`src/rtl/mem_pkg.sv`:
```
`default_nettype none
// +----------------------------------------------------------------------+
// | mem_pkg: shared types and constants for the MEM-stage data-bus path   |
// | Revision: 1.0                                                         |
// +----------------------------------------------------------------------+
package mem_pkg;

  typedef enum logic [1:0] {
    IDLE      = 2'd0,
    WAIT_GNT  = 2'd1,
    WAIT_RESP = 2'd2,
    DONE      = 2'd3
  } state_t;

  localparam logic [31:0] c_err_data_default = 32'hDEAD_BEEF;

  typedef struct packed {
    logic        we;
    logic [31:0] addr;
    logic [31:0] wdata;
  } dbus_req_t;

  function automatic logic [31:0] word_addr(input logic [31:0] a);
    return {a[31:2], 2'b00};
  endfunction

endpackage
`default_nettype wire

```
`src/rtl/mem_dbus_timer.sv`:
```
`default_nettype none
// +----------------------------------------------------------------------+
// | mem_dbus_timer: response-wait counter, flags expiry at TIMEOUT_CYC     |
// | Revision: 1.0                                                         |
// +----------------------------------------------------------------------+
module mem_dbus_timer #(
  parameter int TIMEOUT_CYC = 255
) (
  input  logic clk,
  input  logic rst,
  input  logic i_clear,
  input  logic i_run,
  output logic o_expired
);

  logic [7:0] cnt_q, cnt_d;

  always_comb begin
    cnt_d = cnt_q;
    if (i_clear) begin
      cnt_d = 8'd0;
    end else if (i_run) begin
      cnt_d = cnt_q + 8'd1;
    end
  end

  always_ff @(posedge clk or posedge rst) begin
    if (rst) begin
      cnt_q <= 8'd0;
    end else begin
      cnt_q <= cnt_d;
    end
  end

  // Counter reads 0 in the first waiting cycle, so expiry lands on cycle TIMEOUT_CYC.
  assign o_expired = i_run && (cnt_q == 8'(TIMEOUT_CYC - 1));

endmodule
`default_nettype wire

```
`src/rtl/mem_stage_dbus.sv`:
```
`default_nettype none
// +----------------------------------------------------------------------+
// | mem_stage_dbus: MEM-stage single-beat req/gnt/rvalid bus controller    |
// | Optional response timeout: define MEM_DBUS_TIMEOUT_EN. Revision: 1.0   |
// +----------------------------------------------------------------------+
module mem_stage_dbus
  import mem_pkg::*;
#(
`ifdef MEM_DBUS_TIMEOUT_EN
  parameter int          TIMEOUT_CYC = 255,
`endif
  parameter logic [31:0] ERR_DATA    = c_err_data_default
) (
  input  logic        clk,
  input  logic        rst,
  input  logic [31:0] ALUres_MEM,
  input  logic [31:0] MemWd_MEM,
  input  logic        load_MEM,
  input  logic        MemWrite_MEM,
  output logic        mem_stall_MEM,
  output logic [31:0] ReadData_MEM,
  output logic        align_err_MEM,
  output logic        dbus_req,
  output logic        dbus_we,
  output logic [31:0] dbus_addr,
  output logic [31:0] dbus_wdata,
  input  logic        dbus_gnt,
  input  logic        dbus_rvalid,
  input  logic [31:0] dbus_rdata,
  output logic        dbus_err
);

  state_t      state_q, state_d;
  dbus_req_t   req_q, req_d;
  logic        req_vld_q, req_vld_d;
  logic [31:0] rdata_q, rdata_d;
  logic        align_err_q, align_err_d;
  logic        dbus_err_q, dbus_err_d;
  logic        w_access;
  logic        w_misaligned;
  logic        w_tmo_expired;

  assign w_access     = load_MEM | MemWrite_MEM;
  assign w_misaligned = (ALUres_MEM[1:0] != 2'b00);

`ifdef MEM_DBUS_TIMEOUT_EN
  logic w_tmo_clear;
  logic w_tmo_run;

  assign w_tmo_clear = (state_q == WAIT_GNT) && dbus_gnt && !dbus_rvalid;
  assign w_tmo_run   = (state_q == WAIT_RESP);

  mem_dbus_timer #(
    .TIMEOUT_CYC (TIMEOUT_CYC)
  ) u_timer (
    .clk       (clk),
    .rst       (rst),
    .i_clear   (w_tmo_clear),
    .i_run     (w_tmo_run),
    .o_expired (w_tmo_expired)
  );
`else
  assign w_tmo_expired = 1'b0;
`endif

  always_comb begin
    state_d       = state_q;
    req_d         = req_q;
    req_vld_d     = req_vld_q;
    rdata_d       = rdata_q;
    align_err_d   = 1'b0;
    dbus_err_d    = 1'b0;
    mem_stall_MEM = 1'b0;
    case (state_q)
      IDLE: begin
        if (w_access) begin
          mem_stall_MEM = 1'b1;
          if (w_misaligned) begin
            state_d     = DONE;
            align_err_d = 1'b1;
            rdata_d     = '0;
          end else begin
            state_d     = WAIT_GNT;
            req_vld_d   = 1'b1;
            req_d.we    = MemWrite_MEM;
            req_d.addr  = word_addr(ALUres_MEM);
            req_d.wdata = MemWd_MEM;
          end
        end
      end
      WAIT_GNT: begin
        mem_stall_MEM = 1'b1;
        if (dbus_gnt) begin
          req_vld_d = 1'b0;
          // A response in the grant cycle is taken without visiting WAIT_RESP.
          if (dbus_rvalid) begin
            state_d = DONE;
            if (!req_q.we) rdata_d = dbus_rdata;
          end else begin
            state_d = WAIT_RESP;
          end
        end
      end
      WAIT_RESP: begin
        mem_stall_MEM = 1'b1;
        if (dbus_rvalid) begin
          state_d = DONE;
          if (!req_q.we) rdata_d = dbus_rdata;
        end else if (w_tmo_expired) begin
          state_d    = DONE;
          rdata_d    = ERR_DATA;
          dbus_err_d = 1'b1;
        end
      end
      DONE: begin
        state_d = IDLE;
      end
      default: begin
        state_d = IDLE;
      end
    endcase
  end

  always_ff @(posedge clk or posedge rst) begin
    if (rst) begin
      state_q     <= IDLE;
      req_q       <= '0;
      req_vld_q   <= 1'b0;
      rdata_q     <= '0;
      align_err_q <= 1'b0;
      dbus_err_q  <= 1'b0;
    end else begin
      state_q     <= state_d;
      req_q       <= req_d;
      req_vld_q   <= req_vld_d;
      rdata_q     <= rdata_d;
      align_err_q <= align_err_d;
      dbus_err_q  <= dbus_err_d;
    end
  end

  assign dbus_req      = req_vld_q;
  assign dbus_we       = req_q.we;
  assign dbus_addr     = req_q.addr;
  assign dbus_wdata    = req_q.wdata;
  assign ReadData_MEM  = rdata_q;
  assign align_err_MEM = align_err_q;
  assign dbus_err      = dbus_err_q;

endmodule
`default_nettype wire
```
`config.mk`:
```
export PLATFORM = sky130hd
export DESIGN_NAME = mem_stage_dbus
export DESIGN_NICKNAME = d
export VERILOG_FILES = /design/src/rtl/mem_pkg.sv /design/src/rtl/mem_dbus_timer.sv /design/src/rtl/mem_stage_dbus.sv
export SDC_FILE = /design/constraint.sdc
export NUM_CORES = 1
export LEC_CHECK = 0
export ABC_CLOCK_PERIOD_IN_PS = 7800
export BUFFER_PORTS_ARGS = -buffer_cell sky130_fd_sc_hd__buf_4
export CAP_MARGIN = 25
export CORE_MARGIN = 8
export CORE_UTILIZATION = 49
export CTS_CLUSTER_DIAMETER = 30
export DETAILED_ROUTE_END_ITERATION = 10
export PLACE_DENSITY = 0.85
export SLEW_MARGIN = 0
export SYNTH_ARGS = -nofsm -noshare
export SYNTH_HDL_FRONTEND = slang
export SYNTH_HIERARCHICAL = 1
export SYNTH_SLANG_ARGS = --single-unit
```
`constraint.sdc`:
```
create_clock -name clk -period 7.8 [get_ports clk]
set_input_delay 1.95 -clock clk [delete_from_list [all_inputs] [get_ports clk]]
set_output_delay 1.95 -clock clk [all_outputs]
set_load 0.005 [all_outputs]
```
==> impl_results.md <==
* Sink of the worst hold path: dbus_addr[20]
* Vias in the first global route at 3222
* Number of buffer cells added on primary ports at 199
* Max Clock Skew at 12.1 ps
* Share of the clock period used by the worst path after layout at between 50% and 60%
* Hold_buf cts at 0
* Final worst path period need at 4480 ps
* Level count of the clock H-tree at 3
* Status: finished clean
* Antenna Nets Post-Route at 0
* Number of nets at the end of the flow at 615
* Leakage at 3.09 nW
* Max Clock Freq at 0.223 GHz
* Kind of start point of the critical path: primary input
* Critical path class: primary input to primary output
* Cell count of the worst reg-to-reg path at 6
* Cell type with the highest aggregate area in the netlist: dfrtp_1
* Total power consumption of the routed design at 2.32 mW
* Overall die area at 11500 um2
* Most instantiated library cell after synthesis: dfrtp_1
* Site row count at 33
* YS warnings at 6
* HPWL Detailed at 7980 um
* Wire length reported by the detailed router at just over 10000 um
* Post-synth top area share at 60.4%
* Source of the worst hold timing path: dbus_addr[20]
* Number of instances resized during post-cts repair at 0
* TritonCTS clock tree: built
* Number of synthesized flops with an enable pin at 0
* Starting density of the core at about 50%
* Placer Congestion at about 0.83
* Final setup margin at 3320 ps
* Ys async rst share at between 90% and 100%
* Fraction of final layout cells with drive strength greater than 1 at a little under three fifths
* Setup tns final at 0 ps
* Antenna violations before repair at 0
* Setup violations, final at 0
* Setup slack after placement at 3320 ps
* Worst-case register-to-register setup slack at 5420 ps
* Worst R2R End: dbus_addr[17]
* Buffer type at the clock tree root: clkbuf_8
* Non-filler cells, final at ~600
* Antenna Cells at 0
* Biggest area contributors in the synthesized netlist: dfrtp_1, mux2_2, mux2i_1, inv_1, nand2_1
* Final Max Tran Viols at 0
* CTS buffer count at 9
* Starting DRC count in detailed routing at around 100
* Maximum count of clock buffers along a single path at 2
* Via/cell ratio at 4.79
* Combined area of all synthesized cells at 4100 um2
* Worst endpoint required time at 5850 ps
* Post-place instance area at 5650 um2
* Path class of the lowest-slack min-delay path: register to register
* Top cells by count, synth: dfrtp_1, mux2_2, inv_1, nand2_1, mux2i_1
* First-pass GRT wire length at 16200 um
* Number of setup buffers added after CTS at 0
* Layout-stage area growth over the synthesis result at 42.9%
* Max-Slew Margin vs Limit at 43.3%
* Drt pass-1 iters at 4
* Final number of hold-violating endpoints at 0
* Primary flip-flop cell chosen by synthesis mapping: dfrtp_1
* Gr usage total at 17.5%
* Later-pin clock latency in the skew report at 360 ps
* Worst flop-to-flop path startpoint: state_q[0]
* Die Y at 107 um
* FF+latch count, synth at 99
* Worst ir drop on vdd at about 0.39 mV
* # DRC at 0
* Areal power density over the cells at 396 nW/um2
* Critical Path AT at 2530 ps
* Clock input transition at the sequential cells of the worst setup and hold paths at roughly 80 ps
* Count of cell types in the netlist at 23
* Number of instances in the synthesized netlist at 308
* GRT Residual Overflow at 0
* Core Region at 8180 um2
* Critical path endpoint category: primary output
* Clock sink total at 99
* Cell area after layout at 5860 um2
* Die X at 107 um
* Largest net degree at the start of global routing at 69
* RSZ-0062 raised after global routing: no
* Routed len/inst at 16.6 um
* Max FO, Critical Path at 3
* Number of top-level pins at 203
* Hold path cells at 1
* Transition time of the tightest slew-check pin at 851 ps
* Via count at 2963
* Placed cell count at 602
* Max-cap viol count at 0
* Avg Synthesized Cell Area at roughly 13 um2
* Sequential share of the synthesized area at approximately three fifths
layout make-up:
class	count	area (um2)
sequential	99	2480
fill	585	2320
timing repair buffer	203	1520
multi-input combinational	157	1380
inverter	38	145
tap	105	131
clock buffer	10	128
clock inverter	6	73.8
worst max-delay path: stages:
cell	delay [ps]
buf_4	120
o21ai_2	220
a21oi_1	100
buf_4	140
per-layer routing:
| metal | vias up | share of wire (%) | track usage, % |
|---|---|---|---|
| met5 | - | 0 | 0 |
| li1 | 1403 | - | - |
| met1 | 1420 | 37 | 19.7 |
| met3 | 13 | 11 | 6.71 |
| met4 | 0 | 1.6 | 5.95 |
| met2 | 127 | 50 | 29.8 |
cells by family (layout without fill, tap and decap cells):
group	count (synthesis)	count (layout)	share of synthesized area, %
AOI/OAI and AO/OA	13	13	2.26
adders and majority gates	5	5	1.53
buffers and inverters	54	257	6.44
DFF	99	99	60.4
muxes	95	95	25.1
other	1	3	0.0915
and+or+nand+nor	41	41	4.12
cell usage in the layout (no fill, tap or decap), types with 2 or more instances in the layout:
| master | n |
|---|---|
| clkbuf_8 | 9 |
| a21oi_1 | 3 |
| ha_1 | 5 |
| inv_6 | 2 |
| dfrtp_1 | 99 |
| conb_1 | 3 |
| clkinv_4 | 3 |
| buf_4 | 203 |
| o21ai_0 | 3 |
| mux2i_1 | 32 |
| nand2_1 | 35 |
| nor2_1 | 4 |
| inv_1 | 37 |
| mux2_2 | 63 |
how the worst max path moves through the flow:
stage | from | depth (start not counted) | slack, ps | to
floorplan | rst | 1 | 3260 | ReadData_MEM[0]
global placement | MemWrite_MEM | 4 | 3340 | mem_stall_MEM
detailed placement | MemWrite_MEM | 4 | 3320 | mem_stall_MEM
CTS | MemWrite_MEM | 4 | 3320 | mem_stall_MEM
global route | MemWrite_MEM | 4 | 3270 | mem_stall_MEM
finish | MemWrite_MEM | 4 | 3320 | mem_stall_MEM
state kept, by name (all words and copies together), names as in the netlist:
name / flops
dbus_we: 1
dbus_addr: 30
align_err_MEM: 1
dbus_req: 1
dbus_wdata: 32
state_q: 2
ReadData_MEM: 32
where the power goes:
part / switching [mW] / internal (mW)
Sequential: 0.128 / 0.757
Combinational: 0.476 / 0.630
Clock: 0.178 / 0.153
Total: 0.782 / 1.54
stage by stage:
stage               util [%]  hold slack [ps]
finish                  71.6              515
global route            71.6              528
CTS                     71.6              518
detailed placement      69.2              497
global placement        69.2              491
floorplan                  -              501
Power figures use the tool's default switching activity.
